<file path="config.mk">
export PLATFORM = sky130hd
export DESIGN_NAME = mem_arbiter
export DESIGN_NICKNAME = d
export VERILOG_FILES = /design/src/rtl/mem_arbiter_pkg.sv /design/src/rtl/mem_arb_latency_counter.sv /design/src/rtl/mem_arbiter.sv
export SDC_FILE = /design/constraint.sdc
export NUM_CORES = 1
export LEC_CHECK = 0
export CAP_MARGIN = 20
export CORE_AREA = 2 2 102 104
export CTS_CLUSTER_SIZE = 14
export DETAILED_ROUTE_END_ITERATION = 10
export DIE_AREA = 0 0 104 106
export PLACE_DENSITY = 0.85
export SYNTH_ARGS = -nofsm -noshare
export SYNTH_HDL_FRONTEND = slang
export SYNTH_SLANG_ARGS = --single-unit
</file>
<file path="constraint.sdc">
create_clock -name clk -period 2.6 [get_ports clk]
set_clock_uncertainty 0.1 [all_clocks]
set_input_delay 0.65 -clock clk [delete_from_list [all_inputs] [get_ports clk]]
set_output_delay 0.65 -clock clk [all_outputs]
set_load 0.01 [all_outputs]
</file>
<file path="src/rtl/mem_arbiter_pkg.sv">
// mem_arbiter_pkg: shared types and constants for the unified-memory arbiter.
//   arb_state_t   - arbiter FSM states
//   arb_owner_t   - which port owns the current memory access
//   ARB_CNT_WIDTH - width of the latency counter (MEM_LATENCY up to 15)
package mem_arbiter_pkg;

    typedef enum logic [1:0] {
        ARB_IDLE,
        ARB_ISSUE,
        ARB_WAIT,
        ARB_RESP
    } arb_state_t;

    typedef enum logic {
        OWNER_IF,
        OWNER_DM
    } arb_owner_t;

    localparam int ARB_CNT_WIDTH = 4;

endpackage

</file>
<file path="src/rtl/mem_arb_latency_counter.sv">
// mem_arb_latency_counter: counts memory wait cycles for the arbiter.
// Ports:
//   clk, rst_n  - clock, synchronous active-low reset
//   clear       - force count to 0 (asserted while the access is issued)
//   enable      - increment, saturating at MEM_LATENCY-1
//   count       - current count
//   done        - the increment taken this cycle lands on MEM_LATENCY-1, so
//                 the owner of the counter can leave its wait state at this
//                 edge and be in its response state when the data is valid
module mem_arb_latency_counter
    import mem_arbiter_pkg::*;
#(
    parameter int MEM_LATENCY = 2
) (
    input  logic                     clk,
    input  logic                     rst_n,
    input  logic                     clear,
    input  logic                     enable,
    output logic [ARB_CNT_WIDTH-1:0] count,
    output logic                     done
);

    localparam logic [ARB_CNT_WIDTH-1:0] LAST = ARB_CNT_WIDTH'(MEM_LATENCY - 1);

    logic [ARB_CNT_WIDTH-1:0] count_inc;

    assign count_inc = count + ARB_CNT_WIDTH'(1);

    always_ff @(posedge clk) begin
        if (!rst_n || clear) begin
            count <= '0;
        end else if (enable && (count != LAST)) begin
            count <= count_inc;
        end
    end

    // Already saturated also counts as done so the wait can never hang.
    assign done = enable && ((count_inc == LAST) || (count == LAST));

endmodule

</file>
<file path="src/rtl/mem_arbiter.sv">
// mem_arbiter: shares one single-port memory between instruction fetch (if_*)
// and load/store (dm_*). Grants in IDLE, strobes mem_en for one cycle, waits
// MEM_LATENCY cycles and returns the read data with a one-cycle ready pulse.
// Ports:
//   clk, rst_n                          - clock, synchronous active-low reset
//   if_req/if_addr/if_rdata/if_ready    - fetch port
//   dm_req/dm_we/dm_addr/dm_wdata/
//   dm_rdata/dm_ready                   - data port
//   mem_en/mem_we/mem_addr/mem_wdata/
//   mem_rdata                           - memory macro side
//   stall                               - some requester is still unserved
// Build option: define MEM_ARB_RR_EN for round-robin tie breaking; without it
// data always wins over fetch.
module mem_arbiter
    import mem_arbiter_pkg::*;
#(
    parameter int ADDR_WIDTH  = 32,
    parameter int DATA_WIDTH  = 32,
    parameter int MEM_LATENCY = 2
) (
    input  logic                  clk,
    input  logic                  rst_n,
    input  logic                  if_req,
    input  logic [ADDR_WIDTH-1:0] if_addr,
    output logic [DATA_WIDTH-1:0] if_rdata,
    output logic                  if_ready,
    input  logic                  dm_req,
    input  logic                  dm_we,
    input  logic [ADDR_WIDTH-1:0] dm_addr,
    input  logic [DATA_WIDTH-1:0] dm_wdata,
    output logic [DATA_WIDTH-1:0] dm_rdata,
    output logic                  dm_ready,
    output logic                  mem_en,
    output logic                  mem_we,
    output logic [ADDR_WIDTH-1:0] mem_addr,
    output logic [DATA_WIDTH-1:0] mem_wdata,
    input  logic [DATA_WIDTH-1:0] mem_rdata,
    output logic                  stall
);

    arb_state_t               state;
    arb_owner_t               owner;
    arb_owner_t               grant;
    logic                     cnt_done;
    // Only the done flag steers the FSM; the raw count stays for debug.
    logic [ARB_CNT_WIDTH-1:0] cnt_unused;

    mem_arb_latency_counter #(
        .MEM_LATENCY(MEM_LATENCY)
    ) u_lat_cnt (
        .clk   (clk),
        .rst_n (rst_n),
        .clear (state == ARB_ISSUE),
        .enable(state == ARB_WAIT),
        .count (cnt_unused),
        .done  (cnt_done)
    );

`ifdef MEM_ARB_RR_EN
    arb_owner_t last_winner;

    // On a tie the port that lost the previous grant goes first.
    always_comb begin
        grant = OWNER_IF;
        if (dm_req && if_req) begin
            grant = (last_winner == OWNER_IF) ? OWNER_DM : OWNER_IF;
        end else if (dm_req) begin
            grant = OWNER_DM;
        end
    end
`else
    always_comb begin
        grant = OWNER_IF;
        if (dm_req) begin
            grant = OWNER_DM;
        end
    end
`endif

    always_ff @(posedge clk) begin
        if (!rst_n) begin
            state     <= ARB_IDLE;
            owner     <= OWNER_IF;
            mem_en    <= 1'b0;
            mem_we    <= 1'b0;
            mem_addr  <= '0;
            mem_wdata <= '0;
            if_ready  <= 1'b0;
            dm_ready  <= 1'b0;
`ifdef MEM_ARB_RR_EN
            last_winner <= OWNER_IF;
`endif
        end else begin
            mem_en   <= 1'b0;
            if_ready <= 1'b0;
            dm_ready <= 1'b0;
            case (state)
                ARB_IDLE: begin
                    if (if_req || dm_req) begin
                        state     <= ARB_ISSUE;
                        owner     <= grant;
                        mem_en    <= 1'b1;
                        mem_we    <= (grant == OWNER_DM) && dm_we;
                        mem_addr  <= (grant == OWNER_DM) ? dm_addr : if_addr;
                        mem_wdata <= (grant == OWNER_DM) ? dm_wdata : '0;
`ifdef MEM_ARB_RR_EN
                        last_winner <= grant;
`endif
                    end
                end
                ARB_ISSUE: begin
                    if (MEM_LATENCY > 1) begin
                        state <= ARB_WAIT;
                    end else begin
                        state    <= ARB_RESP;
                        if_ready <= (owner == OWNER_IF);
                        dm_ready <= (owner == OWNER_DM);
                    end
                end
                ARB_WAIT: begin
                    if (cnt_done) begin
                        state    <= ARB_RESP;
                        if_ready <= (owner == OWNER_IF);
                        dm_ready <= (owner == OWNER_DM);
                    end
                end
                default: begin
                    state <= ARB_IDLE;
                end
            endcase
        end
    end

    // Ready is high exactly in RESP for the owner, so it also gates the
    // pass-through of the memory data. Stores return zero.
    assign if_rdata = if_ready ? mem_rdata : '0;
    assign dm_rdata = (dm_ready && !mem_we) ? mem_rdata : '0;

    assign stall = (if_req & ~if_ready) | (dm_req & ~dm_ready);

endmodule

</file>
-- Word level (Yosys, flattened, before mapping)
Cells that the tools add are included.
Widths: inputs -> output; s select.
- output and inout bits: 133
- register bits: 75
- word-level logic and storage cells: 46
- input port bits: 133
- multiplexer cells: 9
- eq/ne operators: 7
- add/subtract/negate cells: 1
- reductions and logical operators: 14
- bitwise logic cells: 6
- operator list (kind ; number):
    $mux 32 ; 4
    $eq 4x1->1 const B ; 2
    $pmux 2 s3 ; 1
    $reduce_and 2->1 ; 3
    $add 4x1->4 const B ; 1
    $logic_and 1x1->1 ; 4
    $mux 2 ; 2
    $ne 2x2->1 const B ; 2
    $ne 4x1->1 const B ; 1
    $logic_or 1x1->1 ; 3
    $not 1->1 ; 3
    $reduce_and 3->1 ; 1
    $and 1x1->1 ; 2
    $eq 2x1->1 const B ; 1
    $eq 2x2->1 const B ; 1
    $logic_not 1->1 ; 2
    $logic_not 2->1 ; 1
    $mux 1 ; 2
    $or 1x1->1 ; 1

-- Longest topological paths before layout
Gate-level depths: netlist of run 1.
- word-level depth: 6
- depth in mapped cells: 7
- mapped depth without buffers: 7

-- Hierarchy
Synthesis of run 1 repeated with hierarchy kept, for this count alone.
- cells, all modules: 427
- area total of the unflattened synthesis: 3575.9 sq um
- by module, submodules not included (module ; cells each ; times used ; seq. area each (sq um) ; area each (sq um)):
    mem_arbiter ; 395 ; 1 ; 1421.4 ; 3314.4
    mem_arb_latency_counter ; 32 ; 1 ; 80.1 ; 261.5

-- Least setup slack after synthesis of run 1
Ideal clock, no wire load.
- kind: input-to-output
- start: input port dm_req
- end: output port stall
- buffers on the path: 3
- setup slack: 0.260 ns
- cell stages on the path: 5
- arrival: 1.590 ns
- data required time: 1.850 ns
- cells stage by stage: buf_2 -> buf_2 -> clkbuf_1 -> inv_1 -> o22ai_1
- word-level cells in the longest chain between the ends: 2
- RTL lines (element ; line ; text):
    start, declared ; mem_arbiter.sv:27 ; input logic dm_req,
    $and 1x1->1 ; mem_arbiter.sv:139 ; assign stall = (if_req & ~if_ready) | (dm_req & ~dm_ready);
    $or 1x1->1 ; mem_arbiter.sv:139 ;
    end, declared ; mem_arbiter.sv:38 ; output logic stall
Every way passes these cells.

-- Worst setup path in the final report of run 1
- start: input port mem_rdata[16]
- end: output port dm_rdata[16]
- word-level cells in the longest chain between the ends: 1
- RTL lines (element ; line ; text):
    start, declared ; mem_arbiter.sv:37 ; input logic [DATA_WIDTH-1:0] mem_rdata,
    $mux 32 ; mem_arbiter.sv:137 ; assign dm_rdata = (dm_ready && !mem_we) ? mem_rdata : '0;
    end, declared ; mem_arbiter.sv:31 ; output logic [DATA_WIDTH-1:0] dm_rdata,
Every way passes these cells.

==> results of run 1 <==
[worst max-delay path: cells and delay by family]
kind | cells | cell delay (ns)
buf+inv | 2 | 1.02
simple gates | 1 | 0.14
[cell usage after synthesis]
cell type / instances
a21boi_0: 21
a21boi_1: 13
a21oi_1: 2
a32oi_2: 1
and2_1: 66
buf_1: 7
buf_2: 6
clkbuf_1: 23
dfxtp_1: 75
ha_1: 7
inv_1: 7
mux2i_1: 35
nand2_1: 75
nand2b_1: 1
nand3_1: 33
nand4_1: 1
nor2_1: 8
nor2b_1: 3
nor3_1: 1
nor3b_1: 2
o211a_1: 32
o21ai_1: 1
o22ai_1: 2
or3_1: 2
xnor2_1: 1
xor2_1: 2
[flip-flops by register name, indices dropped and copies added (netlist names)]
name / flops
mem_addr: 32
mem_wdata: 32
u_lat_cnt.count: 4
state: 2
dm_ready: 1
if_ready: 1
mem_en: 1
mem_we: 1
owner: 1
[layout make-up]
cell class / instances / area [um2]
fillers: 825 / 3280
repair buffers: 276 / 2760
multi-input cells: 309 / 2060
flip-flops and latches: 75 / 1500
well taps: 136 / 170
clock buffers: 10 / 138
clock inverters: 6 / 68.8
inverters: 7 / 26.3
[power by group]
group	leakage (nW)	switching (W)	internal (W)
registers	0.618	0.000180	0.00146
logic	2.28	0.00109	0.00119
clock network	0.104	0.000454	0.000478
[through the flow]
step | setup slack, ns | util (%) | hold slack (ns)
after floorplan | 0.260 | - | 0.313
after global placement | -0.0321 | 64.8 | 0.326
after detailed placement | -0.0248 | 64.8 | 0.341
after CTS | 0.00393 | 66.9 | 0.346
after global routing | -0.00748 | 67.2 | 0.380
final | 0.0320 | 67.2 | 0.352
[what timing repair did]
item,CTS,global route
gates cloned,0,1
pin swaps,0,0
buffers inserted,0,0
hold buffers,0,0
endpoints found under the setup margin,2,25
gates resized for setup,2,10
[layer usage]
layer	wire, um	part of all wire [%]	global-route usage, %	vias to the layer above
met5	0	0	0	-
li1	-	-	-	1936
met2	6710	53	41.9	186
met3	918	7.3	6.07	26
met4	325	2.6	7.92	0
met1	4680	37	21.4	1821
[cell families after synthesis]
family / Yosys count
adder cells (fa/ha/maj): 7
multiplexers: 35
AO/OA/AOI/OAI: 72
buffers and inverters: 43
flip-flops: 75
AND/OR/NAND/NOR: 192
XOR/XNOR: 3
[final timing paths]
kind / endpoint / startpoint / cells after the start
worst min-delay path: mem_wdata[2]$_SDFFE_PN0P_ / mem_wdata[2]$_SDFFE_PN0P_ / 2
worst max-delay path: dm_rdata[16] / mem_rdata[16] / 3
worst max register to register: state[1]$_SDFFE_PN0P_ / u_lat_cnt.count[0]$_SDFFE_PP0P_ / 6
worst min register to register: mem_wdata[2]$_SDFFE_PN0P_ / mem_wdata[2]$_SDFFE_PN0P_ / 2
==> summary.txt, run 1 <==
Yosys warnings -> 0
Status -> finished clean
First drt pass iteration count -> 4
1st-iter DRT viols -> 193
Critical path, cell by cell -> clkdlybuf4s50_1 -> and2_1 -> clkdlybuf4s50_1
Chip Height -> 106 um
Simple-Gate Fraction of Synth Area -> 25.7%
Top post-synthesis cells by area -> dfxtp_1, and2_1, mux2i_1, o211a_1, nand2_1
PortBufs -> 265
Post-route ant nets -> 0
Syn_area_per_cell -> 8.68 um2
Commonest non-fill, non-tap cell in the layout -> clkdlybuf4s50_1
Design area -> 6720 um2
Initial Util -> 37.1%
Min cycle time layout -> 2.57 ns
Routed wire per std cell -> 15.4 um
PwrDens -> 724 nW/um2
Synth Area in XOR/XNOR -> 0.709%
Seq/Total Area, Yosys -> 40.5%
Post-synth cell types -> 26
Top cell type's share of synthesized area -> 40.5%
Hold Path Class -> reg2reg
Final #Nets -> 818
Layout cells sized above 1 -> 4.83%
Leak -> 3.00 nW
HPWL Detailed -> 9.73 mm
Multiplexer area fraction after synthesis -> 9.45%
Clk pin slew, worst setup/hold paths -> 0.09 ns
Most frequent cells in the layout -> clkdlybuf4s50_1, nand2_1, dfxtp_1, and2_1, mux2i_1
CTS Root Cell -> clkbuf_8
Routed Wire Length -> 12.6 mm
H-Tree Depth -> 3
Reg2reg setup slack -> 0.71 ns
Worst Max-Slew Pin Slew -> 0.541 ns
Vias in the first global route -> 3872
First-pass GRT wire length -> 19.1 mm
CP Data Arrival Time -> 1.82 ns
Synth area leader -> dfxtp_1
Non-filler instance count after layout -> 819
Later-pin clock latency in the skew report -> 0.34 ns
Mapped Area -> 3710 um2
Worst path slowest cell -> clkdlybuf4s50_1
Syn Inst Count -> 427
Largest net degree at the start of global routing -> 66
Remaining DRCs -> 0
CP Data Required Time -> 1.85 ns
Area delta synth->final -> 81.1%
CTS tree -> yes
Initial antenna violation count -> 0
Largest family of logic cells by synthesized area -> simple AND/OR/NAND/NOR gates
CP Class -> in2out
Setup_tns -> 0 ns
Worst vdd rail ir drop -> 419 uV
Max Clock Freq -> 0.389 GHz
Final Max Tran Viols -> 0
Critical Path Fanout Max -> 2
Post-Synth Adder-Cell Area -> 2.36%
GRT Residual Overflow -> 0
Nature of the critical path startpoint -> primary input
Syn nets -> 567
# rows -> 37
# diodes -> 0
CTS Buffer Depth -> 2
Placed cell areas -> 6480 um2
CP endpoint kind -> output pin
Most frequent cell on the critical path -> clkdlybuf4s50_1
Final weighted congestion in routability-driven placement -> 0.869
Via density -> 4.85
Slew HR -> 63.9%
Num ports -> 266
Core area -> 10000 um2
Critical Path Max Stage Delay -> 0.54 ns
Total power -> 0.00486 W
GRT Resource Usage Total -> 21.4%
Die width -> 104 um
Setup Viol. Count Final -> 0
MaxCap Viol Count -> 0
Yosys reg bits -> 75
Total CTS buffers -> 9
Die area -> 11000 um2
Final period utilization -> 98.8%
Clk sinks -> 75
Post-synthesis compound-gate area fraction -> 16.7%
Placed insts -> 802
Final hold violation count -> 0
DR vias -> 3969
No activity file was read; power rests on OpenSTA's default activity.
==> run 2: changes to the inputs <==
- MAX_ROUTING_LAYER: unset -> met4
==> run 2 against run 1 <==
Clock power hardly changed. Largest power group unchanged. Cell count stayed put. Critical endpoint unchanged. Register-to-register slack hardly changed.
==> summary.txt, run 2 (synthesis gave the netlist of run 1 again) <==
Most frequent cell on the critical path -> clkdlybuf4s50_1
Min cycle time layout -> 2.57 ns
CP Data Arrival Time -> 1.82 ns
CP Class -> in2out
# rows -> 37
First drt pass iteration count -> 4
Worst path slowest cell -> clkdlybuf4s50_1
1st-iter DRT viols -> 177
Routed wire per std cell -> 15.4 um
CTS Root Cell -> clkbuf_8
Worst vdd rail ir drop -> 420 uV
Chip Height -> 106 um
DR vias -> 3932
Slew HR -> 64.3%
Reg2reg start -> u_lat_cnt.count[0]$_SDFFE_PP0P_
Critical path, cell by cell -> clkdlybuf4s50_1 -> and2_1 -> clkdlybuf4s50_1
Post-route ant nets -> 0
Core area -> 10000 um2
Remaining DRCs -> 0
Initial antenna violation count -> 0
CTS tree -> yes
Reg2reg setup slack -> 0.72 ns
Critical Path Max Stage Delay -> 0.54 ns
Later-pin clock latency in the skew report -> 0.34 ns
HPWL Detailed -> 9.73 mm
Num ports -> 266
H-Tree Depth -> 3
Status -> finished clean
Final weighted congestion in routability-driven placement -> 0.883
Hold Path Class -> reg2reg
Biggest regs -> mem_addr x32, mem_wdata x32, u_lat_cnt.count x4
Fillcell total -> 828
Nature of the critical path startpoint -> primary input
Area delta synth->final -> 81.0%
Clk sinks -> 75
Leak -> 3.00 nW
Fin util -> 67.1%
Max Clock Freq -> 0.389 GHz
Die area -> 11000 um2
Largest net degree at the start of global routing -> 66
Crit Reg-Reg Endpoint -> state[1]$_SDFFE_PN0P_
Top delay family on crit path -> buffers and inverters
CP endpoint kind -> output pin
Final Max Tran Viols -> 0
Clk pin slew, worst setup/hold paths -> 0.08 ns
Worst R2R Path Depth -> 6
PwrDens -> 724 nW/um2
Worst Max-Slew Pin Slew -> 0.536 ns
# diodes -> 0
Via density -> 4.80
Most frequent cells in the layout -> clkdlybuf4s50_1, nand2_1, dfxtp_1, and2_1, mux2i_1
Hold Path Depth -> 1
Worst hold endpoint -> if_ready$_SDFF_PN0_
Vias in the first global route -> 3883
Die width -> 104 um
RSZ-0062 raised after global routing -> yes
Final hold violation count -> 0
PortBufs -> 265
CTS Buffer Depth -> 2
Layout cells sized above 1 -> 4.83%
Total CTS buffers -> 9
WP depth -> 3
Initial Util -> 37.1%
Critical Path Fanout Max -> 2
Routed Wire Length -> 12.6 mm
GRT Residual Overflow -> 0
First-pass GRT wire length -> 19.0 mm
Crit path buffers/inverters -> 2
CP Data Required Time -> 1.85 ns
Setup Viol. Count Final -> 0
Setup_tns -> 0 ns
Final #Nets -> 818
MaxCap Viol Count -> 0
GRT Resource Usage Total -> 22.0%
Commonest non-fill, non-tap cell in the layout -> clkdlybuf4s50_1
Final period utilization -> 98.8%
Min-Delay Startpoint -> owner$_SDFFE_PN0P_
-- run 2: cell types whose count changed in the layout (fill, tap and decap cells not counted) --
cell	previous run	this run
nor2b_2	0	1
nor2b_4	2	1
-- run 2: metrics by stage --
step,instance area [um2],worst slack (ns),std cells,hold slack [ns],total power [W]
finish,6710,0.0325,819,0.346,0.00486
global route,6710,-0.0471,819,0.380,0.00515
CTS,6690,0.00393,818,0.346,0.00491
detailed placement,6480,-0.0248,802,0.341,0.00396
global placement,6480,-0.0321,802,0.326,0.00387
floorplan,3710,0.260,427,0.313,0.00275
-- run 2: metal layers --
layer	track usage, %	part of all wire [%]
met1	22.0	38
met2	42.0	53
met3	5.03	6.2
met4	7.34	2.6
met5	-	0
-- run 2: worst max-delay path by stage --
| stage | startpoint | endpoint |
|---|---|---|
| 6_report | mem_rdata[16] | dm_rdata[16] |
| 5_1_grt | dm_ready$_SDFF_PN0_ | dm_rdata[16] |
| 4_1_cts | mem_rdata[20] | dm_rdata[20] |
| 3_5_place_dp | if_req | stall |
| 3_3_place_gp | if_req | stall |
| 2_1_floorplan | dm_req | stall |
-- run 2: area by class of cell --
| cell class | count | area (um2) | share of cell area (%) |
|---|---|---|---|
| flip-flops and latches | 75 | 1500 | 22.4 |
| inverters | 7 | 26.3 | 0.392 |
| clock inverters | 6 | 68.8 | 1.03 |
| well taps | 136 | 170 | 2.54 |
| clock buffers | 10 | 138 | 2.05 |
| repair buffers | 276 | 2760 | 41.1 |
| multi-input cells | 309 | 2050 | 30.6 |
-- run 2: what timing repair did --
item                       in CTS  in global routing
gates resized for setup         2                  9
hold buffers                    0                  0
cloned                          0                  1
setup endpoints to repair       2                 23
buffers inserted                0                  0
-- run 2: report_power, final --
part / internal, W / leakage, nW / switching [W]
Clock: 0.000478 / 0.104 / 0.000457
Combinational: 0.00119 / 2.28 / 0.00109
Sequential: 0.00146 / 0.618 / 0.000178
-- run 2: worst register-to-register path, stage by stage (launching register included) --
cell and delay [ns]:
dfxtp_1 0.43, ha_1 0.22, and2_1 0.15, nand2_1 0.07, or3_1 0.37, a32oi_2 0.27, mux2i_1 0.21
==> run 3: changes to the inputs <==
--- a/config.mk
+++ b/config.mk
@@ -13,4 +13,5 @@
 export MAX_ROUTING_LAYER = met4
 export PLACE_DENSITY = 0.85
+export SLEW_MARGIN = 10
 export SYNTH_ARGS = -nofsm -noshare
 export SYNTH_HDL_FRONTEND = slang
==> constraint.sdc (replaced) <==
create_clock -name clk -period 2.6 [get_ports clk]
set_clock_uncertainty 0.1 [all_clocks]
set_input_delay 0.65 -clock clk [delete_from_list [all_inputs] [get_ports clk]]
set_output_delay 0.65 -clock clk [all_outputs]
set_load 0.02 [all_outputs]
==> run 3 against run 2 <==
Fmax down 0.33%. Total power up 3.4%. Worst setup slack worse by 0.0085 ns. Largest cell class unchanged. Critical path type unchanged.
==> summary.txt, run 3 (synthesis gave the netlist of run 1 again) <==
Status -> finished clean
DR vias -> 3960
Postcts setup bufs -> 0
Num ports -> 266
Core area -> 10000 um2
Setup_tns -> 0 ns
Via density -> 4.84
Slew HR -> 68.5%
Setup Viol. Count Final -> 0
Final weighted congestion in routability-driven placement -> 0.893
Area delta synth->final -> 81.2%
Max Clock Freq -> 0.388 GHz
Most frequent cells in the layout -> clkdlybuf4s50_1, nand2_1, dfxtp_1, and2_1, mux2i_1
Routed Wire Length -> 12.4 mm
Final hold violation count -> 0
CP Data Required Time -> 1.85 ns
Final period utilization -> 99.1%
Worst Max-Slew Pin Slew -> 0.473 ns
Remaining DRCs -> 0
MaxCap Viol Count -> 0
Fin util -> 67.2%
Critical Path Max Stage Delay -> 0.60 ns
Layout cells sized above 1 -> 4.69%
GRT Resource Usage Total -> 22.1%
Initial antenna violation count -> 1
Min cycle time layout -> 2.58 ns
1st-iter DRT viols -> 199
RSZ-0062 raised after global routing -> no
First-pass GRT wire length -> 19.1 mm
Total CTS buffers -> 9
Final Max Tran Viols -> 0
Hold buffers post-CTS -> 0
Critical path, cell by cell -> clkdlybuf4s50_1 -> and2_1 -> clkdlybuf4s50_1
CP Class -> in2out
Largest net degree at the start of global routing -> 66
First drt pass iteration count -> 4
Routed wire per std cell -> 15.1 um
Most frequent cell on the critical path -> clkdlybuf4s50_1
Hold Path Class -> reg2reg
CTS Root Cell -> clkbuf_8
CP Data Arrival Time -> 1.83 ns
Initial Util -> 37.1%
Clk sinks -> 75
Die area -> 11000 um2
Clk pin slew, worst setup/hold paths -> 0.09 ns
CP endpoint kind -> output pin
Fillcell total -> 786
Worst vdd rail ir drop -> 474 uV
PortBufs -> 265
Biggest regs -> mem_addr x32, mem_wdata x32, u_lat_cnt.count x4
Commonest non-fill, non-tap cell in the layout -> clkdlybuf4s50_1
# rows -> 37
Final #Nets -> 817
Leak -> 3.55 nW
Worst path slowest cell -> clkdlybuf4s50_1
Chip Height -> 106 um
CTS Buffer Depth -> 2
PwrDens -> 748 nW/um2
H-Tree Depth -> 3
Critical Path Fanout Max -> 2
Nature of the critical path startpoint -> primary input
HPWL Detailed -> 9.54 mm
Vias in the first global route -> 3899
Multi-input logic area -> 2050 um2
Register area -> 1500 um2
CTS tree -> yes
Die width -> 104 um
Later-pin clock latency in the skew report -> 0.35 ns
Post-route ant nets -> 0
GRT Residual Overflow -> 0
-- run 3: worst paths after layout --
check | from | endpoint | slack, ns | depth (start not counted)
max | mem_rdata[23] | if_rdata[23] | 0.02 | 3
min | owner$_SDFFE_PN0P_ | if_ready$_SDFF_PN0_ | 0.35 | 1
max reg2reg | u_lat_cnt.count[0]$_SDFFE_PP0P_ | state[1]$_SDFFE_PN0P_ | 0.69 | 6
min reg2reg | owner$_SDFFE_PN0P_ | if_ready$_SDFF_PN0_ | 0.35 | 1
-- run 3: routing by layer --
layer | vias up | wire, um | GRT usage, %
met5 | - | 0 | -
met4 | 0 | 355 | 8.69
met3 | 25 | 868 | 5.76
met2 | 175 | 6480 | 41.1
met1 | 1819 | 4700 | 22.3
li1 | 1941 | - | -
-- run 3: timing repair --
item	in CTS	in global routing
resized for setup	33	28
endpoints found under the setup margin	43	28
endpoints found under the hold margin	0	0
-- run 3: worst max-delay path: cells and delay by family --
kind / cells / cell delay [ns]
buf+inv: 2 / 1.06
simple gates: 1 / 0.11
-- run 3: power by group --
group / internal (W) / switching, W / leakage [nW]
clock: 0.000371 / 0.000497 / 0.0951
sequential: 0.00146 / 0.000176 / 0.618
combinational: 0.00117 / 0.00135 / 2.83
-- run 3: final cells by class --
type / count / share of cell area, %
sequential: 75 / 22.4
tap: 136 / 2.53
clock inverter: 7 / 1.04
multi-input combinational: 309 / 30.5
inverter: 7 / 0.391
timing repair buffer: 275 / 41.3
antenna: 1 / 0.0373
clock buffer: 9 / 1.84
-- run 3: stage by stage --
stage	cell area (um2)	instances	worst slack, ns	power, W	hold slack, ns
6_report	6720	819	0.0240	0.00503	0.348
5_1_grt	6720	819	0.000628	0.00533	0.377
4_1_cts	6650	818	0.00302	0.00507	0.347
3_5_place_dp	6490	802	-0.0994	0.00421	0.333
3_3_place_gp	6490	802	-0.100	0.00413	0.325
2_1_floorplan	3710	427	0.125	0.00302	0.313
